$ cat src/rtl/fetch_decode_stage_pkg.sv
// Shared definitions for the fetch/decode front end: opcode encodings,
// register names and instruction field bit positions.
package fetch_decode_stage_pkg;

  // Opcode encodings (instruction[27:24]); the all-zero word is NOP
  localparam logic [3:0] OP_NOP = 4'h0;
  localparam logic [3:0] OP_STO = 4'h1;
  localparam logic [3:0] OP_ADD = 4'h2;
  localparam logic [3:0] OP_SUB = 4'h3;
  localparam logic [3:0] OP_BLE = 4'h4;
  localparam logic [3:0] OP_JMP = 4'h5;
  localparam logic [3:0] OP_LED = 4'h6;

  // Register name constants used in the 8-bit operand fields
  localparam logic [7:0] REG_R0  = 8'h00;
  localparam logic [7:0] REG_R1  = 8'h01;
  localparam logic [7:0] REG_R2  = 8'h02;
  localparam logic [7:0] REG_R3  = 8'h03;
  localparam logic [7:0] REG_LED = 8'hFF;

  // Field bit positions inside the 28-bit instruction word
  localparam int OPC_MSB  = 27;
  localparam int OPC_LSB  = 24;
  localparam int DEST_MSB = 23;
  localparam int DEST_LSB = 16;
  localparam int SRC1_MSB = 15;
  localparam int SRC1_LSB = 8;
  localparam int SRC0_MSB = 7;
  localparam int SRC0_LSB = 0;
  localparam int LIT_MSB  = 15;
  localparam int LIT_LSB  = 0;

  // Full NOP instruction word
  localparam logic [27:0] NOP_WORD = 28'h0000000;

endpackage

$ cat src/rtl/fetch_decode_stage_program_counter.sv
// Program counter register: reset, load-target, hold and increment.
// Priority is reset > load > hold > increment; increment wraps naturally.
module program_counter #(
  parameter int                    ADDR_WIDTH = 16,
  parameter logic [ADDR_WIDTH-1:0] RESET_PC   = '0
) (
  input  logic                  Clock,
  input  logic                  Reset,
  input  logic                  iLoad,
  input  logic [ADDR_WIDTH-1:0] iTarget,
  input  logic                  iHold,
  input  logic                  iIncrement,
  output logic [ADDR_WIDTH-1:0] oPC
);

  logic [ADDR_WIDTH-1:0] r_pc;

  // PC update: redirect beats hold, hold beats sequential increment
  always_ff @(posedge Clock) begin
    if (Reset) begin
      r_pc <= RESET_PC;
    end else if (iLoad) begin
      r_pc <= iTarget;
    end else if (!iHold && iIncrement) begin
      r_pc <= r_pc + ADDR_WIDTH'(1);
    end
  end

  assign oPC = r_pc;

endmodule

$ cat src/rtl/fetch_decode_stage.sv
// Fetch/decode front stage: owns the PC, addresses the instruction ROM,
// registers the returned word and splits it into operand fields.
// Optional feature macro: FETCH_EARLY_JMP_EN (resolve JMP inside fetch).
module fetch_decode_stage #(
  parameter int                    ADDR_WIDTH  = 16,
  parameter int                    INSTR_WIDTH = 28,
  parameter logic [ADDR_WIDTH-1:0] RESET_PC    = '0
) (
  input  logic                   Clock,
  input  logic                   Reset,
  output logic [ADDR_WIDTH-1:0]  oAddress,
  input  logic [INSTR_WIDTH-1:0] iInstruction,
  input  logic                   iStall,
  input  logic                   iBranchTaken,
  input  logic [7:0]             iBranchTarget,
  output logic                   oValid,
  output logic [ADDR_WIDTH-1:0]  oPC,
  output logic [3:0]             oOpcode,
  output logic [7:0]             oDest,
  output logic [7:0]             oSrc1,
  output logic [7:0]             oSrc0,
  output logic [15:0]            oLiteral
);

  import fetch_decode_stage_pkg::*;

  logic [INSTR_WIDTH-1:0] r_instr;
  logic [ADDR_WIDTH-1:0]  r_pc_issued;
  logic                   r_valid;

  logic [ADDR_WIDTH-1:0]  w_pc;
  logic                   w_early_jmp;
  logic                   w_load;
  logic [ADDR_WIDTH-1:0]  w_target;

  // A JMP seen on the ROM bus is only consumed locally when nothing
  // higher priority (redirect or stall) owns this edge.
`ifdef FETCH_EARLY_JMP_EN
  assign w_early_jmp = !iBranchTaken && !iStall &&
                       (iInstruction[OPC_MSB:OPC_LSB] == OP_JMP);
`else
  assign w_early_jmp = 1'b0;
`endif

  assign w_load   = iBranchTaken || w_early_jmp;
  assign w_target = iBranchTaken
                  ? {{(ADDR_WIDTH-8){1'b0}}, iBranchTarget}
                  : {{(ADDR_WIDTH-8){1'b0}}, iInstruction[DEST_MSB:DEST_LSB]};

  program_counter #(
    .ADDR_WIDTH (ADDR_WIDTH),
    .RESET_PC   (RESET_PC)
  ) u_program_counter (
    .Clock      (Clock),
    .Reset      (Reset),
    .iLoad      (w_load),
    .iTarget    (w_target),
    .iHold      (iStall),
    .iIncrement (1'b1),
    .oPC        (w_pc)
  );

  // Instruction register: a redirect only drops valid so the stale fields
  // stay stable; a locally consumed JMP is replaced by a NOP bubble.
  always_ff @(posedge Clock) begin
    if (Reset) begin
      r_instr     <= '0;
      r_pc_issued <= '0;
      r_valid     <= 1'b0;
    end else if (iBranchTaken) begin
      r_valid <= 1'b0;
    end else if (!iStall) begin
      if (w_early_jmp) begin
        r_instr <= INSTR_WIDTH'(NOP_WORD);
        r_valid <= 1'b0;
      end else begin
        r_instr     <= iInstruction;
        r_pc_issued <= w_pc;
        r_valid     <= 1'b1;
      end
    end
  end

  assign oAddress = w_pc;
  assign oValid   = r_valid;
  assign oPC      = r_pc_issued;
  assign oOpcode  = r_instr[OPC_MSB:OPC_LSB];
  assign oDest    = r_instr[DEST_MSB:DEST_LSB];
  assign oSrc1    = r_instr[SRC1_MSB:SRC1_LSB];
  assign oSrc0    = r_instr[SRC0_MSB:SRC0_LSB];
  assign oLiteral = r_instr[LIT_MSB:LIT_LSB];

endmodule

$ cat config.mk
export PLATFORM = sky130hd
export DESIGN_NAME = fetch_decode_stage
export DESIGN_NICKNAME = d
export VERILOG_FILES = /design/src/rtl/fetch_decode_stage_pkg.sv /design/src/rtl/fetch_decode_stage_program_counter.sv /design/src/rtl/fetch_decode_stage.sv
export SDC_FILE = /design/constraint.sdc
export NUM_CORES = 1
export LEC_CHECK = 0
export BUFFER_PORTS_ARGS = -buffer_cell sky130_fd_sc_hd__buf_2
export CAP_MARGIN = 40
export CORE_MARGIN = 3
export CORE_UTILIZATION = 52
export CTS_BUF_LIST = sky130_fd_sc_hd__clkbuf_4 sky130_fd_sc_hd__clkbuf_8
export CTS_CLUSTER_DIAMETER = 50
export DETAILED_ROUTE_END_ITERATION = 10
export PLACE_DENSITY = 0.88
export RECOVER_POWER = 25
export REMOVE_ABC_BUFFERS = 1
export SLEW_MARGIN = 5
export SYNTH_ARGS = -nofsm -noshare
export SYNTH_HDL_FRONTEND = slang
export SYNTH_SLANG_ARGS = --single-unit
$ cat constraint.sdc
create_clock -name Clock -period 2.3 [get_ports Clock]
set_input_delay 0.115 -clock Clock [delete_from_list [all_inputs] [get_ports Clock]]
set_output_delay 0.115 -clock Clock [all_outputs]
set_load 0.05 [all_outputs]
### After elaboration in Yosys (flattened, before gate mapping)

Index checks and enable logic that the tools add are counted.

| storage, ports and cells | value |
|---|---|
| bits in registers | 61 |
| bits of input ports | 40 |
| output and inout bits | 77 |
| word-level logic and storage cells | 13 |

| cells by class | value |
|---|---|
| add/sub/neg operators | 1 |
| equal/unequal tests | 1 |
| muxes and demuxes | 2 |
| bitwise logic cells | 2 |
| reduce and logical (&&, ||, !) cells | 2 |

Operator list:

| cell | count |
|---|---|
| 16-bit by 1-bit adder with 16-bit output (second input constant) | 1 |
| 8-bit two-way mux | 2 |
| 2-bit by 1-bit inequality test with 1-bit output (second input constant) | 1 |
| 1-bit NOT | 2 |
| 2-bit AND reduction | 1 |
| 2-bit OR reduction | 1 |

### Logic depth before layout (Yosys ltp)

| logic depth | value |
|---|---|
| word-level depth | 3 |
| mapped depth | 6 |
| depth with buffers taken out | 4 |

### Hierarchy

Synthesis repeated with hierarchy kept, for this count alone.

| unflattened totals | value |
|---|---|
| cell total of the unflattened synthesis | 336 |
| area, all modules | 3,036.7 µm² |

Modules (own cells, without submodules):

| module | instances | cells an instance | area each (µm²) |
|---|---|---|---|
| fetch_decode_stage | 1 | 230 | 2,085.8 |
| program_counter | 1 | 106 | 950.9 |

### Least setup slack after synthesis

No wires, ideal clock.

| path | value |
|---|---|
| kind | reg-to-reg |
| start | register u_program_counter.r_pc[0], in the netlist u_program_counter.oPC[0] |
| end | register u_program_counter.r_pc[10], in the netlist u_program_counter.oPC[10] |
| setup time | 0.070 ns |
| data arrival time | 1.842 ns |
| required time | 2.230 ns |
| setup slack | 0.388 ns |
| cell stages (with the launch flop) | 5 |
| buffers on the path | 0 |
| period minus slack after synthesis | 1.912 ns |
| cell sequence | dfxtp_1 > ha_1 > nand4b_4 > or4_1 > a21oi_1 |

| between the ends | value |
|---|---|
| longest elaborated chain between the ends | 1 |

Ends and longest elaborated chain:

| element | RTL line | source |
|---|---|---|
| start: declaration | fetch_decode_stage_program_counter.sv:16 | `logic [ADDR_WIDTH-1:0] r_pc;` |
| start signal: assignment | fetch_decode_stage_program_counter.sv:23 | `r_pc <= iTarget;` |
| start signal: assignment | fetch_decode_stage_program_counter.sv:25 | `r_pc <= r_pc + ADDR_WIDTH'(1);` |
| 16-bit by 1-bit adder with 16-bit output | fetch_decode_stage_program_counter.sv:25 |  |

No other way between the ends.
A chain may end at the register's enable or synchronous reset.

### Final worst setup path

| path | value |
|---|---|
| start | register u_program_counter.r_pc[0], in the netlist u_program_counter.oPC[0] |
| end | register u_program_counter.r_pc[8], in the netlist u_program_counter.oPC[8] |

The elaborated chain is that of the path after synthesis.

==> results.ini <==
[status]
status = complete, no violations

[global_route]
track_usage = 0.207
use_met1 = 0.240
grt_use_met3 = 0.0515
top_usage_layer = met2
grt_pass1_wl_um = 9070
use_met2 = 0.354
grt_pass1_vias = 2075
antenna_found_initial = 0
grt_overflow = 0
grt_max_degree = 38

[finish]
drive_gt1_frac = 0.292
seqCellArea_sq_um = 1220
fin_nets = 448
multi_input_area_sq_um = 1080
antennaDiodeCount = 0
fillerInstances = 387
fin_area_sq_um = 3110
instances_no_fill = 459
synthToLayoutAreaGrowth_pct = 23.3

[clock_network]
cts.sink_count = 61
cts_tree = built
cts.clk_slew.worst_paths_ns = 0.06
hold_buffers = 0
cts_setup_buffers = 0
cts_buffers = 9
cts_root_buf = clkbuf_8
clk_latency_ns = 0.31
cts_resized = 0
h-tree-depth = 3
cts_buffer_depth = 2

[place]
placed_cell_area_sq_um = 2990
place.gp.congestion = 0.834
dp.final_hpwl_um = 4280
port_buffers = 116
placedCellCount = 448

[routing]
post_drt_wl_per_cell_um = 12.7
final_antenna_net_count = 0
drt_wl_total_um = 5820
route.detailed.drc = 0
first_pass_iters = 4
viasPerCell = 5.27
vias = 2421
first_iter_violations = 184

[timing]
period_share = 0.723
hold_viol_final = 0
fin_crit_ns = 1.66
fin_worst_skew_ns = 0.00321
slew_headroom = 0.0517
fmaxAchievable_mhz = 601
report.final.setup_viol = 0
fin_setup_tns_ns = 0
slew_violations = 0
grt_setup_unrepaired = no
worst_pin_slew_ns = 1.42

[power]
peakVddDrop_mv = 0.440
leakage_nw = 1.38
powerDensity_nw_per_um2 = 721

[synthesis]
synth_seq_cells = 61
synth.largest_area_cell = dfxtp_1
synth_area_leaders = dfxtp_1, nand2_1, a21oi_1
ys_warn_count = 0
synth_area_sq_um = 2520
synth-async-reset-ratio = 0
syn_avg_cell_area_sq_um = 8.06
synth_ff_type = dfxtp_1
synth_top_area_share = 0.484
synth_edf_count = 0
yosys.cell_types.count = 27
synthesis.instances = 313
seq_area_frac_synth = 0.484

[floorplanning]
die_w_um = 75.6
rows = 24
dieArea_sq_um = 5720
fp.coreArea_sq_um = 4500
ios = 117
start_util = 0.560
chipHeight_um = 75.6

[hold_path]
min_path_cells = 3
min_from = iInstruction[18]
worstHoldPathType = input pin to register

[worst_setup_path]
crit_fanout = 10
crit_start = u_program_counter.oPC[0]
worst_r2r_path_depth = 4
path_class = register to register
cp-start-kind = register
r2r_start = u_program_counter.oPC[0]
required_ns = 2.55
cp.arrival_ns = 1.91
crit_path_end_kind = register

[run]
maxCapViolCount = 0

[where the power goes]
group | switching [W] | internal [W]
registers | 0.0000359 | 0.00110
logic | 0.000279 | 0.0000932
clock network | 0.000336 | 0.000402
[metrics by stage]
step / setup WS (ns) / utilization / total power (W) / hold slack (ns)
final: 0.637 / 0.690 / 0.00224 / 0.0328
after global routing: 0.427 / 0.690 / 0.00235 / 0.0268
after CTS: 0.630 / 0.696 / 0.00227 / 0.0178
after detailed placement: 0.644 / 0.663 / 0.00153 / 0.362
after global placement: 0.723 / 0.663 / 0.00152 / 0.355
after floorplan: 0.388 / - / 0.00140 / 0.184
[registers in the layout, summed over array words and instances (netlist names)]
register / flops
r_instr: 28
oPC: 16
u_program_counter.oPC: 16
oValid: 1
[cells in the mapped netlist (5+ instances only)]
cell type	instances
a21oi_1	50
buf_4	16
nor2_1	7
mux2i_1	5
clkbuf_1	13
a311oi_1	5
buf_2	7
nor4_1	5
nand2_1	103
or3_1	8
nand4_1	5
dfxtp_1	61
[layer usage]
| layer | vias up | share of wire |
|---|---|---|
| met3 | 4 | 0.076 |
| met5 | - | 0 |
| met2 | 87 | 0.50 |
| li1 | 1217 | - |
| met1 | 1113 | 0.41 |
| met4 | 0 | 0.0091 |
[critical path, cell delays in order, from the launching register on]
cell and delay, ns:
dfxtp_1 0.46, ha_1 0.28, nand4b_4 0.18, or4_1 0.53, a21oi_1 0.15
[cell usage in the layout (no fill, tap or decap), drive strengths merged]
cell,netlist,final
nand4b,2,2
o31ai,3,3
nand2,103,103
a211oi,1,1
nor2,8,8
nand4,5,5
nor4,5,5
o21ai,3,3
or2,4,4
mux2i,5,5
nand3,3,3
clkbuf,13,29
or3,8,8
a21oi,50,50
xnor2,2,2
a311oi,5,5
nor2b,1,1
or4,3,3
inv,2,2
ha,1,1
buf,24,102
mux2,1,1
dfxtp,61,61
[area by class of cell]
type                    count  area share
clock buffers              11      0.0467
well taps                  52      0.0209
flip-flops and latches     61       0.393
multi-input cells         213       0.348
inverters                   2     0.00241
repair buffers            120       0.189
[path summary, 6_finish.rpt]
path | endpoint | slack, ns
max reg2reg | u_program_counter.oPC[8] | 0.64
min | r_instr[18] | 0.03
max | u_program_counter.oPC[8] | 0.64
min reg2reg | oPC[4] | 0.45
[logic make-up (layout without fill, tap and decap cells)]
logic type | Yosys count | count (layout) | share of synthesized area
buffers and inverters | 39 | 133 | 0.0883
muxes | 6 | 6 | 0.0243
xor gates and xnor gates | 2 | 2 | 0.00695
and+or+nand+nor | 142 | 142 | 0.257
DFF | 61 | 61 | 0.484
adders and majority gates | 1 | 1 | 0.00496
AOI/OAI and AO/OA | 62 | 62 | 0.134
No activity file was read; power rests on OpenSTA's default activity.
